**config.mk**
```make
export PLATFORM = sky130hd
export DESIGN_NAME = sipo_block_packer_flat
export DESIGN_NICKNAME = d
export VERILOG_FILES = /design/src/rtl/sipo_block_packer_if.sv /design/src/rtl/sipo_block_packer.sv /design/src/flat_wrapper.sv
export SDC_FILE = /design/constraint.sdc
export NUM_CORES = 2
export LEC_CHECK = 0
export ABC_AREA = 0
export BUFFER_PORTS_ARGS = -buffer_cell sky130_fd_sc_hd__buf_2
export CORE_AREA = 3 3 453 455
export CTS_CLUSTER_DIAMETER = 200
export DETAILED_ROUTE_END_ITERATION = 8
export DIE_AREA = 0 0 456 458
export PLACE_DENSITY = 0.42
export SYNTH_ARGS = -nofsm -noshare
export SYNTH_HDL_FRONTEND = slang
export SYNTH_SLANG_ARGS = --single-unit
export TNS_END_PERCENT = 5
```
**constraint.sdc**
```tcl
create_clock -name clk -period 43.3 [get_ports clk]
set_input_delay 10.825 -clock clk [delete_from_list [all_inputs] [get_ports clk]]
set_output_delay 10.825 -clock clk [all_outputs]
set_load 0.005 [all_outputs]
```
**src/rtl/sipo_block_packer_if.sv**
```systemverilog
// Handshake bundle for the SIPO block packer: word stream in, packed block out.
// slave = packer side, master = producer/consumer side.
interface sipo_block_packer_if #(
   parameter int WIDTH = 64,
   parameter int DEPTH = 17,
   parameter int CNT_W = $clog2(DEPTH + 1)
);
   logic                   clear;
   logic                   in_valid;
   logic                   in_ready;
   logic [WIDTH-1:0]       in_data;
   logic                   in_last;
   logic                   out_valid;
   logic                   out_ready;
   logic [DEPTH*WIDTH-1:0] out_data;
   logic [CNT_W-1:0]       out_count;
   logic                   out_last;

   modport master (
      output clear, in_valid, in_data, in_last, out_ready,
      input  in_ready, out_valid, out_data, out_count, out_last
   );

   modport slave (
      input  clear, in_valid, in_data, in_last, out_ready,
      output in_ready, out_valid, out_data, out_count, out_last
   );
endinterface

```
**src/rtl/sipo_block_packer.sv**
```systemverilog
// Serial-in parallel-out packer: gathers up to DEPTH words into one block, first word in the LSBs.
// Build option SIPO_ZERO_FILL_EN: clear all slots on clear and on each output handshake.
//
// state  | meaning
// -------+-------------------------------------------------------------
// S_FILL | accepting words into the next free slot; in_ready=1
// S_HOLD | block complete and presented; in_ready=0, waits for out_ready
module sipo_block_packer #(
   parameter  int WIDTH = 64,
   parameter  int DEPTH = 17,
   localparam int CNT_W = $clog2(DEPTH + 1)
) (
   input logic                clk,
   input logic                rst,
   sipo_block_packer_if.slave bus_if
);

   typedef enum logic [0:0] {
      S_FILL = 1'b0,
      S_HOLD = 1'b1
   } state_t;

   state_t                 state_q, state_d;
   logic [CNT_W-1:0]       count_q, count_d;
   logic [CNT_W-1:0]       count_inc;
   logic [DEPTH*WIDTH-1:0] data_q, data_d;
   logic                   last_q, last_d;

   always_ff @(posedge clk or posedge rst) begin
      if (rst) begin
         state_q <= S_FILL;
         count_q <= '0;
         data_q  <= '0;
         last_q  <= 1'b0;
      end else begin
         state_q <= state_d;
         count_q <= count_d;
         data_q  <= data_d;
         last_q  <= last_d;
      end
   end

   always_comb begin
      state_d   = state_q;
      count_d   = count_q;
      data_d    = data_q;
      last_d    = last_q;
      count_inc = count_q + CNT_W'(1);

      if (bus_if.clear) begin
         state_d = S_FILL;
         count_d = '0;
         last_d  = 1'b0;
`ifdef SIPO_ZERO_FILL_EN
         data_d  = '0;
`endif
      end else begin
         unique case (state_q)
            S_FILL: begin
               if (bus_if.in_valid) begin
                  for (int k = 0; k < DEPTH; k++) begin
                     if (count_q == CNT_W'(k)) begin
                        data_d[k*WIDTH +: WIDTH] = bus_if.in_data;
                     end
                  end
                  count_d = count_inc;
                  // HOLD is forced at DEPTH, so the counter can never wrap
                  if ((count_inc == CNT_W'(DEPTH)) || bus_if.in_last) begin
                     state_d = S_HOLD;
                     last_d  = bus_if.in_last;
                  end
               end
            end
            S_HOLD: begin
               if (bus_if.out_ready) begin
                  state_d = S_FILL;
                  count_d = '0;
                  last_d  = 1'b0;
`ifdef SIPO_ZERO_FILL_EN
                  data_d  = '0;
`endif
               end
            end
            default: state_d = S_FILL;
         endcase
      end
   end

   // count_q holds the block's word count for the whole of HOLD
   assign bus_if.in_ready  = (state_q == S_FILL);
   assign bus_if.out_valid = (state_q == S_HOLD);
   assign bus_if.out_count = (state_q == S_HOLD) ? count_q : '0;
   assign bus_if.out_data  = data_q;
   assign bus_if.out_last  = last_q;

endmodule

```
**src/flat_wrapper.sv**
```systemverilog
// flat-port wrapper written by rule: the top's interface ports become plain ports
module sipo_block_packer_flat 
#(
   parameter  int WIDTH = 64,
   parameter  int DEPTH = 17,
   localparam int CNT_W = $clog2(DEPTH + 1)
)
  (clk, rst, bus_if_clear, bus_if_in_valid, bus_if_in_data, bus_if_in_last, bus_if_out_ready, bus_if_in_ready, bus_if_out_valid, bus_if_out_data, bus_if_out_count, bus_if_out_last);
  sipo_block_packer_if #(.WIDTH(WIDTH), .DEPTH(DEPTH)) bus_if_i ();
  input logic clk;
  input logic rst;
  input wire logic [$bits(bus_if_i.clear)-1:0] bus_if_clear;
  input wire logic [$bits(bus_if_i.in_valid)-1:0] bus_if_in_valid;
  input wire logic [$bits(bus_if_i.in_data)-1:0] bus_if_in_data;
  input wire logic [$bits(bus_if_i.in_last)-1:0] bus_if_in_last;
  input wire logic [$bits(bus_if_i.out_ready)-1:0] bus_if_out_ready;
  output wire logic [$bits(bus_if_i.in_ready)-1:0] bus_if_in_ready;
  output wire logic [$bits(bus_if_i.out_valid)-1:0] bus_if_out_valid;
  output wire logic [$bits(bus_if_i.out_data)-1:0] bus_if_out_data;
  output wire logic [$bits(bus_if_i.out_count)-1:0] bus_if_out_count;
  output wire logic [$bits(bus_if_i.out_last)-1:0] bus_if_out_last;
  assign bus_if_i.clear = bus_if_clear;
  assign bus_if_i.in_valid = bus_if_in_valid;
  assign bus_if_i.in_data = bus_if_in_data;
  assign bus_if_i.in_last = bus_if_in_last;
  assign bus_if_i.out_ready = bus_if_out_ready;
  assign bus_if_in_ready = bus_if_i.in_ready;
  assign bus_if_out_valid = bus_if_i.out_valid;
  assign bus_if_out_data = bus_if_i.out_data;
  assign bus_if_out_count = bus_if_i.out_count;
  assign bus_if_out_last = bus_if_i.out_last;
  sipo_block_packer #(.WIDTH(WIDTH), .DEPTH(DEPTH)) u_core (.clk(clk), .rst(rst), .bus_if(bus_if_i));
endmodule
```
==> impl_metrics.py <==
metrics = {
    "pwr": {
        "p_switching_uw": 636,
        "swShare_pct": 25.4,
        "p_per_area_mw_per_mm2": 46.2,
        "pwr-share-seq_pct": 45.2,
        "power.internal_mw": 1.87,
        "combPwrFrac_pct": 9.8,
        "leakage_nw": 29.8,
        "peakVddDrop_v": 0.0000368,
        "p_clk_share_pct": 45.0,
    },
    "setup_path": {
        "crit_start": "rst",
        "arrival_ns": 14.86,
        "critPathLaunchType": "input port",
        "cp.required_ns": 44.07,
        "worst-r2r-cell-count": 5,
        "timing.rr.start": "u_core.bus_if.out_valid",
        "crit_type": "input port to async pin",
        "cp-end-kind": "async pin",
        "critPathMaxFanout": 145,
    },
    "die": {
        "start_util_pct": 20.5,
        "io_pins": 1166,
        "die_w_um": 456,
        "die_y_um": 458,
        "rows": 165,
        "dieArea_mm2": 0.209,
        "placeableCoreArea_mm2": 0.202,
    },
    "route": {
        "drtIter0Drc": 1199,
        "drtAntennaViolNets": 0,
        "routed_wl_um": 168000,
        "drt_pass1_iterations": 4,
        "wl_per_cell_um": 26.5,
        "num_vias": 25714,
        "post-route-drc-count": 0,
        "viasPerCell": 4.04,
    },
    "synth": {
        "ys_seq_elements": 1095,
        "avgSynthCellArea_um2": 17.0,
        "synth_edf_count": 0,
        "mappedNetlistArea_mm2": 0.0413,
        "ys_types": 43,
        "synthFlopType": "dfrtp_1",
        "yosysWarnings": 0,
        "postSynthCellCount": 2437,
        "ys_seq_area_share_pct": 66.3,
        "async_flop_share_pct": 100,
        "synth_nets": 2513,
    },
    "clocking": {
        "cts_max_path_buffers": 3,
        "h-tree-depth": 4,
        "clkTransAtPathRegs_ns": 0.05,
        "cts_made_buffers": 135,
        "numClockSinks": 1095,
        "root_buffer": "clkbuf_16",
        "clk_latency_ns": 0.78,
        "cts_setup_buffers": 0,
        "cts_tree": "yes",
        "cts_resized": 0,
        "cts_hold_buf": 0,
    },
    "global_route": {
        "gr-max-usage-layer": "met2",
        "gr-usage-met1_pct": 18.1,
        "grt_pass1_vias": 27338,
        "grtUsageMet2_pct": 27.9,
        "use_met3_pct": 4.85,
        "grt_first_pass_wirelength_um": 232000,
        "grt_max_degree": 146,
        "grt_usage_pct": 15.8,
        "antenna_found_initial": 17,
        "overflow": 0,
    },
    "place": {
        "place_ws_ns": 28.18,
        "hpwl_um": 114000,
        "postPlaceCellArea_mm2": 0.0498,
        "io_buffers": 1165,
        "globalplace.congestion": 0.750,
    },
    "sta": {
        "slew_violations": 0,
        "finalSetupTns_ns": 0,
        "finalCriticalPeriod_ns": 14.09,
        "layout_setup_ws_ns": 29.21,
        "maxSlewHeadroom_pct": 33.0,
        "grt_setup_unrepaired": "no",
        "fmax_mhz": 71.0,
        "worst_pin_slew_ns": 1.01,
        "skew_ns": 0.0231,
        "hold_violations": 0,
        "min_period_over_period_pct": 32.5,
        "setup_viol": 0,
    },
    "layout": {
        "fin_area_mm2": 0.0542,
        "final_layout_size_suffix_gt1_share_pct": 67.8,
        "layout_common_cells": "buf_2, dfrtp_1, mux2_2, clkbuf_16, clkbuf_8",
        "areaGrowthSynthToFinish_pct": 31.3,
        "mostFrequentLayoutCell": "buf_2",
        "nets": 3669,
        "utilization_pct": 26.9,
    },
    "flow_run": {
        "max_cap_viol_count": 0,
    },
    "hold_path": {
        "hp-start": "u_core.bus_if.out_data[736]",
        "whs_path_depth": 1,
        "hp-class": "flop to flop",
    },
    "outcome": {
        "run_status": "finished, final reports clean",
    },
}
[flip-flops by register name, summed over array words and instances, names as in the netlist]
name                     flops
u_core.bus_if.out_data    1088
u_core.count_q               5
u_core.bus_if.out_last       1
u_core.bus_if.out_valid      1
[cell families after synthesis]
kind of cell               synth area share, %
DFF                                       66.3
AOI/OAI and AO/OA                        0.167
and+or+nand+nor                          0.863
muxes                                     29.8
buffers and inverters                     2.61
adders and majority gates                0.182
xor gates and xnor gates                 0.106
[routing by layer]
layer,wire (µm),part of all wire (%)
met2,85500,51
met5,13,0.0077
met4,4920,2.9
met1,65900,39
met3,12100,7.2
[layout make-up]
class,instances,area [µm²]
clock buffers,190,3920
fillers,20958,147000
repair buffers,1197,6130
well taps,2672,3340
clock inverters,38,483
flip-flops and latches,1095,27400
inverters,6,30.0
diodes,3,7.51
multi-input cells,1158,12900
[through the flow]
step | total power, mW | hold slack (ns) | std cells
2_1_floorplan | 1.25 | 0.489 | 2437
3_3_place_gp | 1.40 | 0.469 | 6128
3_5_place_dp | 1.40 | 0.476 | 6128
4_1_cts | 2.55 | 0.489 | 6356
5_1_grt | 2.61 | 0.501 | 6358
6_report | 2.50 | 0.481 | 6359
[cell usage after synthesis (3+ instances only)]
library cell,instances,area [µm²]
clkbuf_8,18,248
buf_4,20,150
inv_1,5,18.8
dfrtp_1,1095,27400
nor2_1,13,48.8
buf_1,3,11.3
buf_6,7,78.8
nand3_4,3,52.6
xnor2_1,3,26.3
clkbuf_1,67,251
nand2_1,4,15.0
mux2_2,1066,12000
nand3_2,6,60.1
buf_2,62,310
nand2_2,3,18.8
mux2_1,16,180
a22oi_1,3,22.5
ha_1,6,75.1
mux2_4,6,90.1
[power groups by stage]
| stage | Clock [mW] | Sequential [mW] | Combinational, mW |
|---|---|---|---|
| finish | 1.13 | 1.13 | 0.245 |
| global route | 1.21 | 1.14 | 0.265 |
| CTS | 1.17 | 1.13 | 0.255 |
| detailed placement | 0 | 1.15 | 0.254 |
| global placement | 0 | 1.15 | 0.254 |
| floorplan | 0 | 1.16 | 0.0930 |
[critical path, stage by stage]
cell    delay [ns]
buf_2         0.14
inv_8         0.56
buf_4         0.66
buf_4         0.85
buf_12        0.65
buf_4         0.88
[worst paths after layout]
check | end | slack, ns
max in group clk | bus_if_out_count[0] | 30.09
worst min register to register | u_core.bus_if.out_data[736] | 0.48
worst max register to register | u_core.bus_if.out_data[563] | 39.78
worst min-delay path | u_core.bus_if.out_data[736] | 0.48
min in group asynchronous | u_core.bus_if.out_data[799] | 10.22
worst max-delay path | u_core.bus_if.out_data[132] | 29.21
Note: power is estimated with default switching activity, not from simulation.
